**config.mk**
```make
export PLATFORM = sky130hd
export DESIGN_NAME = gpu_circle_ctrl
export DESIGN_NICKNAME = d
export VERILOG_FILES = /design/src/rtl/gpu_circle_pkg.sv /design/src/rtl/gpu_octant_clip.sv /design/src/rtl/gpu_circle_ctrl.sv
export SDC_FILE = /design/constraint.sdc
export NUM_CORES = 1
export LEC_CHECK = 0
export CAP_MARGIN = 20
export CORE_MARGIN = 2
export CORE_UTILIZATION = 50
export CTS_BUF_LIST = sky130_fd_sc_hd__clkbuf_8
export DETAILED_ROUTE_END_ITERATION = 8
export PLACE_DENSITY = 0.87
export SLEW_MARGIN = 20
export SYNTH_ARGS = -nofsm -noshare
export SYNTH_HDL_FRONTEND = slang
export SYNTH_SLANG_ARGS = --single-unit
```
**constraint.sdc**
```tcl
create_clock -name clk -period 3.62 [get_ports clk]
set_input_delay 1.086 -clock clk [delete_from_list [all_inputs] [get_ports clk]]
set_output_delay 1.086 -clock clk [all_outputs]
set_load 0.005 [all_outputs]
```
**src/rtl/gpu_circle_pkg.sv**
```systemverilog
// Shared types and tables for the circle sequencer.
// Optional clip feature: GPU_CIRCLE_CLIP_EN (see gpu_circle_ctrl.sv).
`ifndef WIDTH
`define WIDTH 1024
`endif
`ifndef WIDTH_BITS
`define WIDTH_BITS 10
`endif
`ifndef HEIGHT
`define HEIGHT 600
`endif
`ifndef HEIGHT_BITS
`define HEIGHT_BITS 10
`endif

package gpu_circle_pkg;

    typedef enum logic [2:0] {
        S_IDLE   = 3'd0,
        S_LAUNCH = 3'd1,
        S_RUN    = 3'd2,
        S_GAP    = 3'd3,
        S_POINT  = 3'd4,
        S_FINISH = 3'd5
    } circle_state_t;

    // Bit n set: octant n moves away from the centre in +x / +y.
    localparam logic [7:0] OCT_X_ADD = 8'b1100_0011;
    localparam logic [7:0] OCT_Y_ADD = 8'b1111_0000;

    // Lowest set bit of mask at or above index 'from'; bit 3 of the result flags "none".
    function automatic logic [3:0] next_oct(input logic [7:0] mask, input logic [3:0] from);
        logic [3:0] r;
        r = 4'd8;
        for (int i = 7; i >= 0; i--) begin
            if (mask[i] && (4'(i) >= from)) r = 4'(i);
        end
        return r;
    endfunction

endpackage

```
**src/rtl/gpu_octant_clip.sv**
```systemverilog
// Keep/drop check for one engine point against centre and screen edges.
`ifndef WIDTH
`define WIDTH 1024
`endif
`ifndef WIDTH_BITS
`define WIDTH_BITS 10
`endif
`ifndef HEIGHT
`define HEIGHT 600
`endif
`ifndef HEIGHT_BITS
`define HEIGHT_BITS 10
`endif

module gpu_octant_clip
    import gpu_circle_pkg::*;
(
    input  logic [2:0]              oct,
    input  logic [`WIDTH_BITS-1:0]  xc,
    input  logic [`HEIGHT_BITS-1:0] yc,
    input  logic [`WIDTH_BITS-1:0]  x,
    input  logic [`HEIGHT_BITS-1:0] y,
    output logic                    keep
);
    localparam logic [`WIDTH_BITS:0]  W_LIM = (`WIDTH_BITS+1)'(`WIDTH);
    localparam logic [`HEIGHT_BITS:0] H_LIM = (`HEIGHT_BITS+1)'(`HEIGHT);

    logic x_ok;
    logic y_ok;

    // A wrapped coordinate lands on the wrong side of the centre.
    always_comb begin
        x_ok = OCT_X_ADD[oct] ? ((x >= xc) && ({1'b0, x} < W_LIM)) : (x <= xc);
        y_ok = OCT_Y_ADD[oct] ? ((y >= yc) && ({1'b0, y} < H_LIM)) : (y <= yc);
        keep = x_ok && y_ok;
    end

endmodule

```
**src/rtl/gpu_circle_ctrl.sv**
```systemverilog
// Circle sequencer: walks the octant engine through the masked octants and
// turns its point stream into pixel write strobes.
// Optional macro GPU_CIRCLE_CLIP_EN: drop wrapped / off-screen points.
//
// state  | meaning
// IDLE   | ready for a command
// LAUNCH | engine start raised, watchdog loaded
// RUN    | engine drawing, points captured
// GAP    | start low one cycle, pick next octant
// POINT  | radius zero, single centre pixel
// FINISH | done pulse
`ifndef WIDTH
`define WIDTH 1024
`endif
`ifndef WIDTH_BITS
`define WIDTH_BITS 10
`endif
`ifndef HEIGHT
`define HEIGHT 600
`endif
`ifndef HEIGHT_BITS
`define HEIGHT_BITS 10
`endif

module gpu_circle_ctrl
    import gpu_circle_pkg::*;
#(
    parameter int MAX_RAD  = `WIDTH/2,
    parameter int WD_SLACK = 4
)(
    input  logic                    clk,
    input  logic                    n_rst,
    input  logic                    cmd_valid,
    output logic                    cmd_ready,
    input  logic [`WIDTH_BITS-1:0]  xC,
    input  logic [`HEIGHT_BITS-1:0] yC,
    input  logic [`WIDTH_BITS-1:0]  rad,
    input  logic [7:0]              oct_mask,
    output logic [2:0]              eng_oct,
    output logic                    eng_start,
    input  logic                    eng_done,
    input  logic                    eng_busy,
    input  logic [`WIDTH_BITS-1:0]  eng_x,
    input  logic [`HEIGHT_BITS-1:0] eng_y,
    output logic                    px_we,
    output logic [`WIDTH_BITS-1:0]  px_x,
    output logic [`HEIGHT_BITS-1:0] px_y,
    output logic                    done_o,
    output logic                    err_o,
    output logic [15:0]             pix_cnt
);
    localparam int WB = `WIDTH_BITS;
    localparam logic [WB:0] MAX_RAD_W = MAX_RAD[WB:0];
    localparam logic [WB:0] SLACK_W   = WD_SLACK[WB:0];

    circle_state_t state, state_n;
    logic [2:0]              idx, idx_n;
    logic [7:0]              mask_r, mask_n;
    logic [WB-1:0]           xc_r, xc_n;
    logic [`HEIGHT_BITS-1:0] yc_r, yc_n;
    logic [WB-1:0]           rad_r, rad_n;
    logic [WB:0]             wd, wd_n;
    logic                    px_we_n;
    logic [WB-1:0]           px_x_n;
    logic [`HEIGHT_BITS-1:0] px_y_n;
    logic                    err_n;
    logic                    cnt_inc, cnt_clr;
    logic [3:0]              nxt, first;
    logic                    keep;

`ifdef GPU_CIRCLE_CLIP_EN
    gpu_octant_clip u_clip (
        .oct  (idx),
        .xc   (xc_r),
        .yc   (yc_r),
        .x    (eng_x),
        .y    (eng_y),
        .keep (keep)
    );
`else
    assign keep = 1'b1;
`endif

    assign cmd_ready = (state == S_IDLE);
    assign eng_start = (state == S_LAUNCH) || (state == S_RUN);
    assign eng_oct   = idx;
    assign done_o    = (state == S_FINISH);

    // State register and datapath registers.
    always_ff @(posedge clk or negedge n_rst) begin
        if (!n_rst) begin
            state   <= S_IDLE;
            idx     <= '0;
            mask_r  <= '0;
            xc_r    <= '0;
            yc_r    <= '0;
            rad_r   <= '0;
            wd      <= '0;
            px_we   <= 1'b0;
            px_x    <= '0;
            px_y    <= '0;
            err_o   <= 1'b0;
            pix_cnt <= '0;
        end else begin
            state  <= state_n;
            idx    <= idx_n;
            mask_r <= mask_n;
            xc_r   <= xc_n;
            yc_r   <= yc_n;
            rad_r  <= rad_n;
            wd     <= wd_n;
            px_we  <= px_we_n;
            px_x   <= px_x_n;
            px_y   <= px_y_n;
            err_o  <= err_n;
            if (cnt_clr)
                pix_cnt <= '0;
            else if (cnt_inc && (pix_cnt != 16'hFFFF))
                pix_cnt <= pix_cnt + 16'd1;
        end
    end

    // Next-state and next-datapath decode.
    always_comb begin
        state_n = state;
        idx_n   = idx;
        mask_n  = mask_r;
        xc_n    = xc_r;
        yc_n    = yc_r;
        rad_n   = rad_r;
        wd_n    = wd;
        px_we_n = 1'b0;
        px_x_n  = px_x;
        px_y_n  = px_y;
        err_n   = err_o;
        cnt_inc = 1'b0;
        cnt_clr = 1'b0;
        nxt     = next_oct(mask_r, {1'b0, idx} + 4'd1);
        first   = next_oct(oct_mask, 4'd0);
        case (state)
            S_IDLE: begin
                if (cmd_valid) begin
                    xc_n    = xC;
                    yc_n    = yC;
                    rad_n   = rad;
                    mask_n  = oct_mask;
                    idx_n   = first[2:0];
                    cnt_clr = 1'b1;
                    err_n   = 1'b0;
                    if (oct_mask == 8'd0) begin
                        state_n = S_FINISH;
                    end else if ({1'b0, rad} > MAX_RAD_W) begin
                        err_n   = 1'b1;
                        state_n = S_FINISH;
                    end else if (rad == '0) begin
                        state_n = S_POINT;
                    end else begin
                        state_n = S_LAUNCH;
                    end
                end
            end
            S_POINT: begin
                px_we_n = 1'b1;
                px_x_n  = xc_r;
                px_y_n  = yc_r;
                cnt_inc = 1'b1;
                state_n = S_FINISH;
            end
            S_LAUNCH: begin
                wd_n    = {1'b0, rad_r} + SLACK_W;
                state_n = S_RUN;
            end
            S_RUN: begin
                if (eng_busy && keep) begin
                    px_we_n = 1'b1;
                    px_x_n  = eng_x;
                    px_y_n  = eng_y;
                    cnt_inc = 1'b1;
                end
                // Terminal count hits on the last allowed RUN cycle.
                if (eng_done) begin
                    state_n = S_GAP;
                end else if (wd <= (WB+1)'(1)) begin
                    err_n   = 1'b1;
                    state_n = S_FINISH;
                end else begin
                    wd_n = wd - (WB+1)'(1);
                end
            end
            S_GAP: begin
                if (!nxt[3]) begin
                    idx_n   = nxt[2:0];
                    state_n = S_LAUNCH;
                end else begin
                    state_n = S_FINISH;
                end
            end
            S_FINISH: state_n = S_IDLE;
            default:  state_n = S_IDLE;
        endcase
    end

endmodule

```
==> summary.txt <==
Cells and area
  • Commonest non-fill, non-tap cell in the layout: nand2_1
  • Antenna diodes: 0
  • Finished Layout Cells: 797
  • Final nets: 735
  • Final core utilization: 66.24%
  • Layout cell share with drive strength beyond 1: 4.641%
  • Area growth, synth to finish: 28.94%
  • Most frequent cells in the layout: 178 x nand2_1, 105 x clkdlybuf4s50_1, 93 x dfrtp_1

Clock network
  • CTS Hold Buffers Added: 0
  • Clock Path Buffers: 2
  • Root Driver: clkbuf_8
  • Total CTS buffers: 9
  • CTS tree: done
  • CTS resizes: 0
  • H-tree Lvls: 3
  • CTS clock-pin slew for the worst setup and hold paths: 0.08 ns
  • Post-CTS Setup Repair Bufs: 0
  • # clock sinks: 93
  • Clock latency on the worst-skew pair: 0.36 ns

GRT
  • First-pass GRT wire length: 19870 um
  • Vias in the first global route: 4315
  • GRT Util Overall: 24.59%
  • Congestion Overflow GR: 0
  • Initial antenna violation count: 1
  • Largest net degree at the start of global routing: 54

Drt
  • Post-detailed-routing wire length: 12040 um
  • ANT nets after route: 0
  • Via/cell ratio: 5.465
  • Pre-antenna DRT Iters: 4
  • DRC Markers: 0
  • Starting DRT DRC Count: 232
  • Total number of vias: 4356
  • WL per Instance: 15.10 um

Worst setup path
  • CP Max Fanout: 9
  • WP data required: 2.53 ns
  • CP max stage delay: 0.52 ns
  • Worst setup EP type: output port
  • CP max-delay cell: clkdlybuf4s50_1
  • CP Launch Point: state[1]$_DFFE_PN0P_
  • Critical path arrival: 1.76 ns
  • Crit path cell chain: nand2b_1, a21oi_1, clkdlybuf4s50_1
  • Startpoint types: register
  • CP Class: reg2out
  • Crit Reg-Reg Startpoint: eng_oct[0]$_DFFE_PN0P_

Floorplan
  • Initial Util: 51.37%
  • Die H: 101.4 um
  • Die ar.: 10290 um2
  • FP Rows: 35
  • Die X: 101.4 um
  • Io pins: 107
  • Placeable Area: 9240 um2

Timing
  • Final setup fails: 0
  • Fmax: 0.3514 GHz
  • Setup ws final: 0.7744 ns
  • RSZ-0062 raised after global routing: no
  • Worst slew margin: 38.02%
  • Fin crit period: 2.846 ns
  • Worst slew pin tran: 0.9271 ns
  • Period utilization: 78.61%
  • Pins Over Slew Limit: 0
  • Clock Skews: 0.01108 ns
  • TNS Setup: 0 ns
  • Fin. Hold Viols: 0
  • Hold slack: 0.4802 ns

Status
  • Outcome: finished, final reports clean

Placed design
  • Placed cells: 784
  • I/O Buffers: 106
  • HPWL Detailed: 8421 um
  • Routability Congestion: 0.9297
  • Pre-CTS setup slack: 0.5405 ns

Run
  • MaxCap Viol Count: 0

Power
  • Pwr Density: 739.9 nW/um2
  • Peak supply drop: 0.3586 mV
  • Leak pwr: 2.688 nW

Synthesis
  • Post-synthesis register bit count: 93
  • Syn_nets: 637
  • Post-Syn Instances: 568
  • Synthesized area per cell: 8.357 um2
  • YS warnings: 0
  • Number of flops mapped to enable cells by yosys: 0
  • Post-Syn Area: 4747 um2
  • Register area share after synthesis: 49.02%
  • Top_reg_cell synth: dfrtp_1
  • FFs w/ async S/R, synth: 100.0%
  • Netlist cell types: 61

Worst hold path
  • Worst hold start: xc_r[9]$_DFFE_PN0P_
  • Hold crit path type: reg2reg
==> sequential cells by signal, summed over array words and instances (netlist names) <==
name and cells:
eng_oct 3, err_o 1, mask_r 8, pix_cnt 16, px_we 1, px_x 10, px_y 10, rad_r 10
state 3, wd 11, xc_r 10, yc_r 10
==> worst paths after layout <==
path	to	slack, ns	depth (start not counted)
worst max-delay path	eng_start	0.77	3
worst min-delay path	xc_r[9]$_DFFE_PN0P_	0.48	2
worst max register to register	eng_oct[2]$_DFFE_PN0P_	1.24	7
worst min register to register	xc_r[9]$_DFFE_PN0P_	0.48	2
max in group asynchronous	px_x[7]$_DFFE_PN0P_	2.24	2
min in group asynchronous	pix_cnt[15]$_DFFE_PN0P_	0.71	1
==> routing by layer <==
metal | up-vias | routed length [um] | track usage [%]
li1 | 2114 | - | -
met1 | 2073 | 5290 | 31.72
met2 | 142 | 5738 | 40.91
met3 | 25 | 749 | 6.073
met4 | 2 | 244 | 8.108
met5 | - | 13 | 0
==> cells by family after synthesis <==
logic type | Yosys count | share of synthesized area [%]
simple gates | 309 | 28.28
flops | 93 | 49.02
buf+inv | 35 | 3.057
compound gates | 101 | 13.42
fa+ha+maj | 6 | 1.581
mux | 5 | 1.133
xor+xnor | 19 | 3.506
==> worst max-delay path, delay by kind of cell, from the launching register on <==
kind | cells | cell delay, ns
and+or+nand+nor | 1 | 0.25
buffers and inverters | 1 | 0.52
DFF | 1 | 0.47
AOI/OAI and AO/OA | 1 | 0.17
==> synth_stat cells (all sizes together) (6+ instances only) <==
cell,n,area share (%)
nor2,57,4.5
a21oi,22,2.4
nand4,6,0.79
xor2,10,1.8
ha,6,1.6
nor3,15,1.7
o21ai,28,3.0
clkbuf,20,1.6
and3,8,1.1
xnor2,9,1.7
inv,10,0.79
dfrtp,93,49
nand2,178,14
nand3,15,1.6
a31oi,22,2.9
==> through the flow <==
step / total power, mW / cell area (um2)
6_report: 4.529 / 6121
5_1_grt: 4.912 / 6121
3_3_place_gp: 3.697 / 5921
4_1_cts: 4.538 / 6121
3_5_place_dp: 3.795 / 5921
2_1_floorplan: 3.021 / 4747
==> area by class of cell <==
| cell class | instances | area [um2] |
|---|---|---|
| sequential | 93 | 2327 |
| timing repair buffer | 112 | 1116 |
| clock inverter | 4 | 76.32 |
| inverter | 10 | 37.54 |
| multi-input combinational | 440 | 2278 |
| fill | 753 | 3119 |
| clock buffer | 9 | 123.9 |
| tap | 129 | 161.4 |
==> power by group <==
part	internal [mW]	switching [mW]	total [mW]
registers	1.46	0.359	1.82
clock network	0.379	0.356	0.735
logic	0.901	1.07	1.97
total	2.74	1.79	4.53
Power figures use the tool's default switching activity.
